`src/rtl/pipe_stage_reg.sv`:
```
// Generic pipeline stage register with valid/ready handshake, flush-to-bubble,
// optional 2-entry skid buffer and saturating stall/bubble counters.
module pipe_stage_reg #(
    parameter int unsigned CTRL_W = 16,
    parameter int unsigned DATA_W = 192,
    parameter int unsigned SKID   = 1,
    parameter int unsigned CNT_W  = 32
) (
    input  logic              clk,
    input  logic              rst,
    input  logic              in_valid,
    output logic              in_ready,
    input  logic [CTRL_W-1:0] in_ctrl,
    input  logic [DATA_W-1:0] in_data,
    output logic              out_valid,
    input  logic              out_ready,
    output logic [CTRL_W-1:0] out_ctrl,
    output logic [DATA_W-1:0] out_data,
    input  logic              flush,
    input  logic              clr_cnt,
    output logic [CNT_W-1:0]  stall_cnt,
    output logic [CNT_W-1:0]  bubble_cnt
);

    logic              m_valid;
    logic [CTRL_W-1:0] m_ctrl;
    logic [DATA_W-1:0] m_data;
    logic              in_fire;

    assign in_fire   = in_valid & in_ready;
    assign out_valid = m_valid;
    assign out_ctrl  = m_valid ? m_ctrl : '0;
    assign out_data  = m_data;

    generate
        if (SKID != 0) begin : g_skid
            logic              s_valid;
            logic [CTRL_W-1:0] s_ctrl;
            logic [DATA_W-1:0] s_data;

            // in_ready comes straight from a flop: no out_ready -> in_ready path.
            assign in_ready = ~s_valid;

            always_ff @(posedge clk or negedge rst) begin
                if (!rst) begin
                    m_valid <= 1'b0;
                    m_ctrl  <= '0;
                    m_data  <= '0;
                    s_valid <= 1'b0;
                    s_ctrl  <= '0;
                    s_data  <= '0;
                end else if (flush) begin
                    m_valid <= 1'b0;
                    m_ctrl  <= '0;
                    s_valid <= 1'b0;
                    s_ctrl  <= '0;
                end else if (!m_valid || out_ready) begin
                    if (s_valid) begin
                        m_valid <= 1'b1;
                        m_ctrl  <= s_ctrl;
                        m_data  <= s_data;
                        s_valid <= in_fire;
                        if (in_fire) begin
                            s_ctrl <= in_ctrl;
                            s_data <= in_data;
                        end
                    end else if (in_fire) begin
                        m_valid <= 1'b1;
                        m_ctrl  <= in_ctrl;
                        m_data  <= in_data;
                    end else begin
                        m_valid <= 1'b0;
                    end
                end else if (in_fire) begin
                    s_valid <= 1'b1;
                    s_ctrl  <= in_ctrl;
                    s_data  <= in_data;
                end
            end
        end else begin : g_noskid
            assign in_ready = out_ready | ~m_valid;

            always_ff @(posedge clk or negedge rst) begin
                if (!rst) begin
                    m_valid <= 1'b0;
                    m_ctrl  <= '0;
                    m_data  <= '0;
                end else if (flush) begin
                    m_valid <= 1'b0;
                    m_ctrl  <= '0;
                end else if (in_fire) begin
                    m_valid <= 1'b1;
                    m_ctrl  <= in_ctrl;
                    m_data  <= in_data;
                end else if (out_ready) begin
                    m_valid <= 1'b0;
                end
            end
        end
    endgenerate

    always_ff @(posedge clk or negedge rst) begin
        if (!rst) begin
            stall_cnt  <= '0;
            bubble_cnt <= '0;
        end else if (clr_cnt) begin
            stall_cnt  <= '0;
            bubble_cnt <= '0;
        end else begin
            if (m_valid && !out_ready && stall_cnt != '1)
                stall_cnt <= stall_cnt + CNT_W'(1);
            if (!m_valid && out_ready && bubble_cnt != '1)
                bubble_cnt <= bubble_cnt + CNT_W'(1);
        end
    end

endmodule

```
`config.mk`:
```
export PLATFORM = sky130hd
export DESIGN_NAME = pipe_stage_reg
export DESIGN_NICKNAME = d
export VERILOG_FILES = /design/src/rtl/pipe_stage_reg.sv
export SDC_FILE = /design/constraint.sdc
export NUM_CORES = 1
export LEC_CHECK = 0
export CAP_MARGIN = 25
export CELL_PAD_IN_SITES_DETAIL_PLACEMENT = 1
export CELL_PAD_IN_SITES_GLOBAL_PLACEMENT = 2
export CORE_UTILIZATION = 33
export CTS_CLUSTER_DIAMETER = 30
export DETAILED_ROUTE_END_ITERATION = 8
export PLACE_DENSITY = 0.95
export SETUP_SLACK_MARGIN = 0.5
export SYNTH_ARGS = -nofsm -noshare
export SYNTH_HDL_FRONTEND = slang
export SYNTH_SLANG_ARGS = --single-unit
```
`constraint.sdc`:
```
create_clock -name clk -period 5.8 [get_ports clk]
set_input_delay 1.45 -clock clk [delete_from_list [all_inputs] [get_ports clk]]
set_output_delay 1.45 -clock clk [all_outputs]
set_load 0.01 [all_outputs]
```
After elaboration in Yosys (flattened, before gate mapping). Index checks and enable logic that the tools add are counted.

Flip-flop bits (word level): 482. Bits of input ports: 214. Output and inout port bits: 274. Logic and storage cells: 59.

$add $sub $neg: 2. Equality and inequality tests: 4. Multiplexer cells: 26. Bitwise logic cells: 3. Reduce and logical (&&, ||, !) cells: 16.

Operator list (count): $mux 192 (5); $mux 16 (9); $mux 32 (4); $add 32x1->32 const B (2); $ne 32x32->1 const B (2); $mux 1 (8); $reduce_bool 2->1 (4); $reduce_bool 3->1 (2); $logic_and 1x1->1 (4); $reduce_and 2->1 (2); $ne 3x3->1 const B (1); $reduce_and 3->1 (1); $logic_not 1->1 (2); $ne 2x2->1 const B (1); $not 1->1 (2); $and 1x1->1 (1); $logic_or 1x1->1 (1).

Logic depth before layout (Yosys ltp).
Word-level depth: 6. Mapped depth: 8. Gate-level depth less buffers: 6.

Worst setup path after synthesis. No wires, ideal clock.

Path kind: input port to flip-flop. From: in out_ready. To: reg bubble_cnt[30]. Library setup time: 78 ps. Arrival: 2901 ps. Data required time: 5722 ps. Setup slack: 2821 ps. Stages on the path: 6. Buffers on the path: 1. Cell sequence: nor2b_1 -> clkbuf_1 -> and4_1 -> o211ai_1 -> or4_1 -> a21oi_1.

Word-level cells in the longest chain between the ends: 3.

RTL lines: start, declared (line 16) `input logic out_ready,`; $logic_and 1x1->1 (2 in a row) (line 112) `if (!m_valid && out_ready && bubble_cnt != '1)`; $reduce_bool 2->1 (no source line); end signal, assigned (line 113) `bubble_cnt <= bubble_cnt + CNT_W'(1);`; end, declared (line 22) `output logic [CNT_W-1:0] bubble_cnt`.

Every way passes these cells. A chain may end at the register's enable or synchronous reset.

Final worst setup path.
From: reg g_skid.s_valid. To: out in_ready.

Word-level cells in the longest chain between the ends: 1.

RTL lines: start, declared (line 37) `logic s_valid;`; start signal, assigned (line 62) `s_valid <= in_fire;`; $not 1->1 (line 42) `assign in_ready = ~s_valid;`; end, declared (line 12) `output logic in_ready,`.

Every way passes these cells.

==> flow_results.xml <==
<?xml version="1.0" encoding="UTF-8"?>
<metrics>
  <group name="global_route">
    <metric name="grtUsageTotal" unit="%">22.0</metric>
    <metric name="grt_first_pass_wirelength" unit="um">112000</metric>
    <metric name="grt_remaining_overflow" unit="">0</metric>
    <metric name="grt_max_degree" unit="">169</metric>
    <metric name="antenna_violations_before_repair" unit="">16</metric>
    <metric name="vias_in_the_first_global_route" unit="">20200</metric>
  </group>
  <group name="timing">
    <metric name="rsz0062_at_grt" unit="">false</metric>
    <metric name="holdWs" unit="ns">0.471</metric>
    <metric name="timing.final.max_slew_violations" unit="">0</metric>
    <metric name="worstMarginPinSlew" unit="ns">1.08</metric>
    <metric name="timing.final.crit_period" unit="ns">3.76</metric>
    <metric name="slew-limit-headroom" unit="%">28.1</metric>
    <metric name="fin_setup_tns" unit="ns">0</metric>
    <metric name="skew_final" unit="ns">0.0185</metric>
    <metric name="fmax" unit="MHz">266</metric>
    <metric name="finalSetupViolations" unit="">0</metric>
    <metric name="final_hold_viol_count" unit="">0</metric>
    <metric name="min_period_over_period" unit="%">64.9</metric>
  </group>
  <group name="worst_setup_path">
    <metric name="rr_startpoint" unit="">stall_cnt[0]</metric>
    <metric name="crit_path_end_kind" unit="">primary output</metric>
    <metric name="path_cells" unit="">inv_1, clkdlybuf4s50_1</metric>
    <metric name="worst-r2r-setup-slack" unit="ns">2.66</metric>
    <metric name="endpoint_required_time_on_the_critical_path" unit="ns">4.35</metric>
    <metric name="worst-setup-path-type" unit="">reg2out</metric>
    <metric name="timing.critical_path.fanout_max" unit="">37</metric>
    <metric name="slowest_library_cell_on_the_worst_path" unit="">sky130_fd_sc_hd__dfrtp_4</metric>
    <metric name="crit_path_end" unit="">in_ready</metric>
    <metric name="crit_path_start_kind" unit="">flip-flop</metric>
    <metric name="slowest_delay" unit="ns">0.87</metric>
    <metric name="timing.rr.end" unit="">stall_cnt[12]</metric>
    <metric name="cp_data_arrival_time" unit="ns">2.31</metric>
    <metric name="setup_crit_start" unit="">g_skid.s_valid</metric>
    <metric name="ff2ff_path_depth" unit="">7</metric>
  </group>
  <group name="min_path">
    <metric name="holdPathStages" unit="">2</metric>
    <metric name="min_path_type" unit="">reg2reg</metric>
  </group>
  <group name="power">
    <metric name="p_sw" unit="W">0.00328</metric>
    <metric name="power.share.sequential" unit="%">33.6</metric>
    <metric name="share_clk_of_total_power" unit="%">53.5</metric>
    <metric name="switching_share" unit="%">25.9</metric>
    <metric name="combPwrFrac" unit="%">12.8</metric>
    <metric name="p_leak" unit="nW">13.2</metric>
    <metric name="ir_drop" unit="uV">273</metric>
    <metric name="power_density" unit="mW/mm^2">409</metric>
    <metric name="intPower" unit="W">0.00937</metric>
  </group>
  <group name="cts">
    <metric name="clock_tree_from_tritoncts" unit="">yes</metric>
    <metric name="post_cts_resized" unit="">0</metric>
    <metric name="cts_sink_count" unit="">482</metric>
    <metric name="cts-htree-levels" unit="">3</metric>
    <metric name="post_cts_hold_buffer_count" unit="">0</metric>
    <metric name="cts.reportedPaths.clkPinSlew" unit="ns">0.04</metric>
    <metric name="cts_max_path_buffers" unit="">3</metric>
    <metric name="clk_root_buffer_cell" unit="">sky130_fd_sc_hd__clkbuf_16</metric>
    <metric name="post_cts_buffers" unit="">0</metric>
    <metric name="cts-buffers-inserted" unit="">120</metric>
    <metric name="worstSkewPairLatency" unit="ns">0.66</metric>
  </group>
  <group name="route">
    <metric name="routed_via_density" unit="">5.06</metric>
    <metric name="drt_drc_violations_left" unit="">0</metric>
    <metric name="ant_nets" unit="">0</metric>
    <metric name="avg_wl_per_cell" unit="um">20.0</metric>
    <metric name="detail_route.wirelength" unit="um">72600</metric>
    <metric name="detailed_router_iteration_count_before_antenna_repair" unit="">5</metric>
    <metric name="vias" unit="">18400</metric>
    <metric name="first_iter_violations" unit="">804</metric>
  </group>
  <group name="synth">
    <metric name="async_flop_share" unit="%">100</metric>
    <metric name="synth-seq-cells" unit="">482</metric>
    <metric name="synth.avg_cell_area" unit="um^2">9.61</metric>
    <metric name="total_standard_cell_area_after_synthesis" unit="mm^2">0.0210</metric>
    <metric name="synth.yosys.seq_area_share" unit="%">57.3</metric>
    <metric name="synth_enable_flop_cells" unit="">0</metric>
    <metric name="synth_nets" unit="">2405</metric>
    <metric name="syn_inst" unit="">2189</metric>
    <metric name="post_synth_num_cell_types" unit="">44</metric>
    <metric name="postSynth.topFlopCell" unit="">sky130_fd_sc_hd__dfrtp_1</metric>
    <metric name="synth.yosys.warnings" unit="">0</metric>
  </group>
  <group name="placement">
    <metric name="port_buffers" unit="">487</metric>
    <metric name="gp_congestion" unit="">0.826</metric>
    <metric name="dp_hpwl" unit="um">45400</metric>
  </group>
  <group name="floorplanning">
    <metric name="floorplan.die.height" unit="um">254</metric>
    <metric name="core_area" unit="mm^2">0.0631</metric>
    <metric name="start_util" unit="%">33.3</metric>
    <metric name="io_pins" unit="">488</metric>
    <metric name="die_area" unit="mm^2">0.0648</metric>
    <metric name="dieWidth" unit="um">254</metric>
    <metric name="core.rowCount" unit="">92</metric>
  </group>
  <group name="cells_and_area">
    <metric name="drive_gt1_share" unit="%">9.29</metric>
    <metric name="final_nets" unit="">2895</metric>
    <metric name="area_delta_synth_final" unit="%">47.1</metric>
    <metric name="layout.cells.most_common" unit="">sky130_fd_sc_hd__nand2_1</metric>
    <metric name="layout.cells.most_common_list" unit="">617 x sky130_fd_sc_hd__nand2_1, 485 x sky130_fd_sc_hd__clkdlybuf4s50_1, 481 x sky130_fd_sc_hd__dfrtp_1</metric>
  </group>
  <group name="outcome">
    <metric name="outcome" unit="">completed</metric>
  </group>
  <group name="flow_run">
    <metric name="max_cap_viol_count" unit="">0</metric>
  </group>
</metrics>
Yosys cell counts, drive strengths merged (15+ instances only):
library cell  count  share of area (%)
nand4            31               0.92
clkbuf          131                2.4
nor2            217                3.9
a21oi           238                5.7
buf              15               0.36
dfrtp           482                 57
o31ai            42                1.5
nand2           617                 11
mux2i           208                9.9
a22o             16               0.67
nand3            16               0.44
and2             20               0.59
or3              21               0.65
or4              29                1.1
o21ai            21               0.50
how the worst min path moves through the flow:
stage,start,endpoint,slack (ns)
final,g_skid.s_data[58],g_skid.s_data[58],0.47
after global placement,m_ctrl[5],m_ctrl[5],0.46
after floorplan,m_ctrl[0],m_ctrl[0],0.44
after CTS,m_ctrl[4],m_ctrl[4],0.47
after detailed placement,g_skid.s_data[78],g_skid.s_data[78],0.46
after global routing,g_skid.s_data[78],g_skid.s_data[78],0.48
worst max-delay path: cells and delay by family (launching register included):
kind	cells	cell delay, ns
buffers and inverters	2	0.80
flip-flops	1	0.87
registers in the layout (all words and copies together) (netlist names):
name	cells
g_skid.s_data	192
out_data	192
bubble_cnt	32
stall_cnt	32
g_skid.s_ctrl	16
m_ctrl	16
g_skid.s_valid	1
out_valid	1
through the flow:
step	setup WS, ns	utilization (%)	power, W	area (um^2)	cells
global placement	1.85	42.3	0.00577	26700	3401
CTS	1.97	49.0	0.0128	30900	3623
floorplan	2.82	-	0.00489	21000	2189
finish	2.04	49.0	0.0126	30900	3634
detailed placement	1.79	42.4	0.00590	26700	3403
global route	1.89	49.0	0.0132	30900	3630
kinds of logic after synthesis:
family          share of synthesized area [%]
compound gates                           8.66
fa+ha+maj                               0.119
flops                                    57.3
xor+xnor                                0.167
mux                                      10.5
simple gates                             20.4
buf+inv                                  2.84
area by class of cell:
class | count | area, um^2
Antenna cell | 11 | 27.5
Clock buffer | 168 | 3450
Clock inverter | 52 | 727
Fill cell | 6940 | 32100
Inverter | 3 | 11.3
Multi-Input combinational cell | 1557 | 8410
Sequential cell | 482 | 12100
Tap cell | 846 | 1060
Timing Repair Buffer | 515 | 5190
layer usage:
| layer | share of wire, % | GRT usage, % | up-vias | wire length, um |
|---|---|---|---|---|
| met4 | 4.6 | 11.5 | 8 | 3350 |
| li1 | - | - | 8417 | - |
| met2 | 50 | 37.8 | 550 | 36200 |
| met5 | 0.068 | 0 | - | 49 |
| met1 | 37 | 23.8 | 9210 | 27000 |
| met3 | 8.3 | 7.60 | 194 | 6000 |
power groups by stage:
stage	logic [W]	clock network [W]	registers, W
after global placement	0.00153	0	0.00424
after CTS	0.00165	0.00689	0.00425
final	0.00162	0.00677	0.00425
after floorplan	0.000587	0	0.00430
after detailed placement	0.00162	0	0.00428
after global routing	0.00179	0.00707	0.00431
No activity file was read; power rests on OpenSTA's default activity.
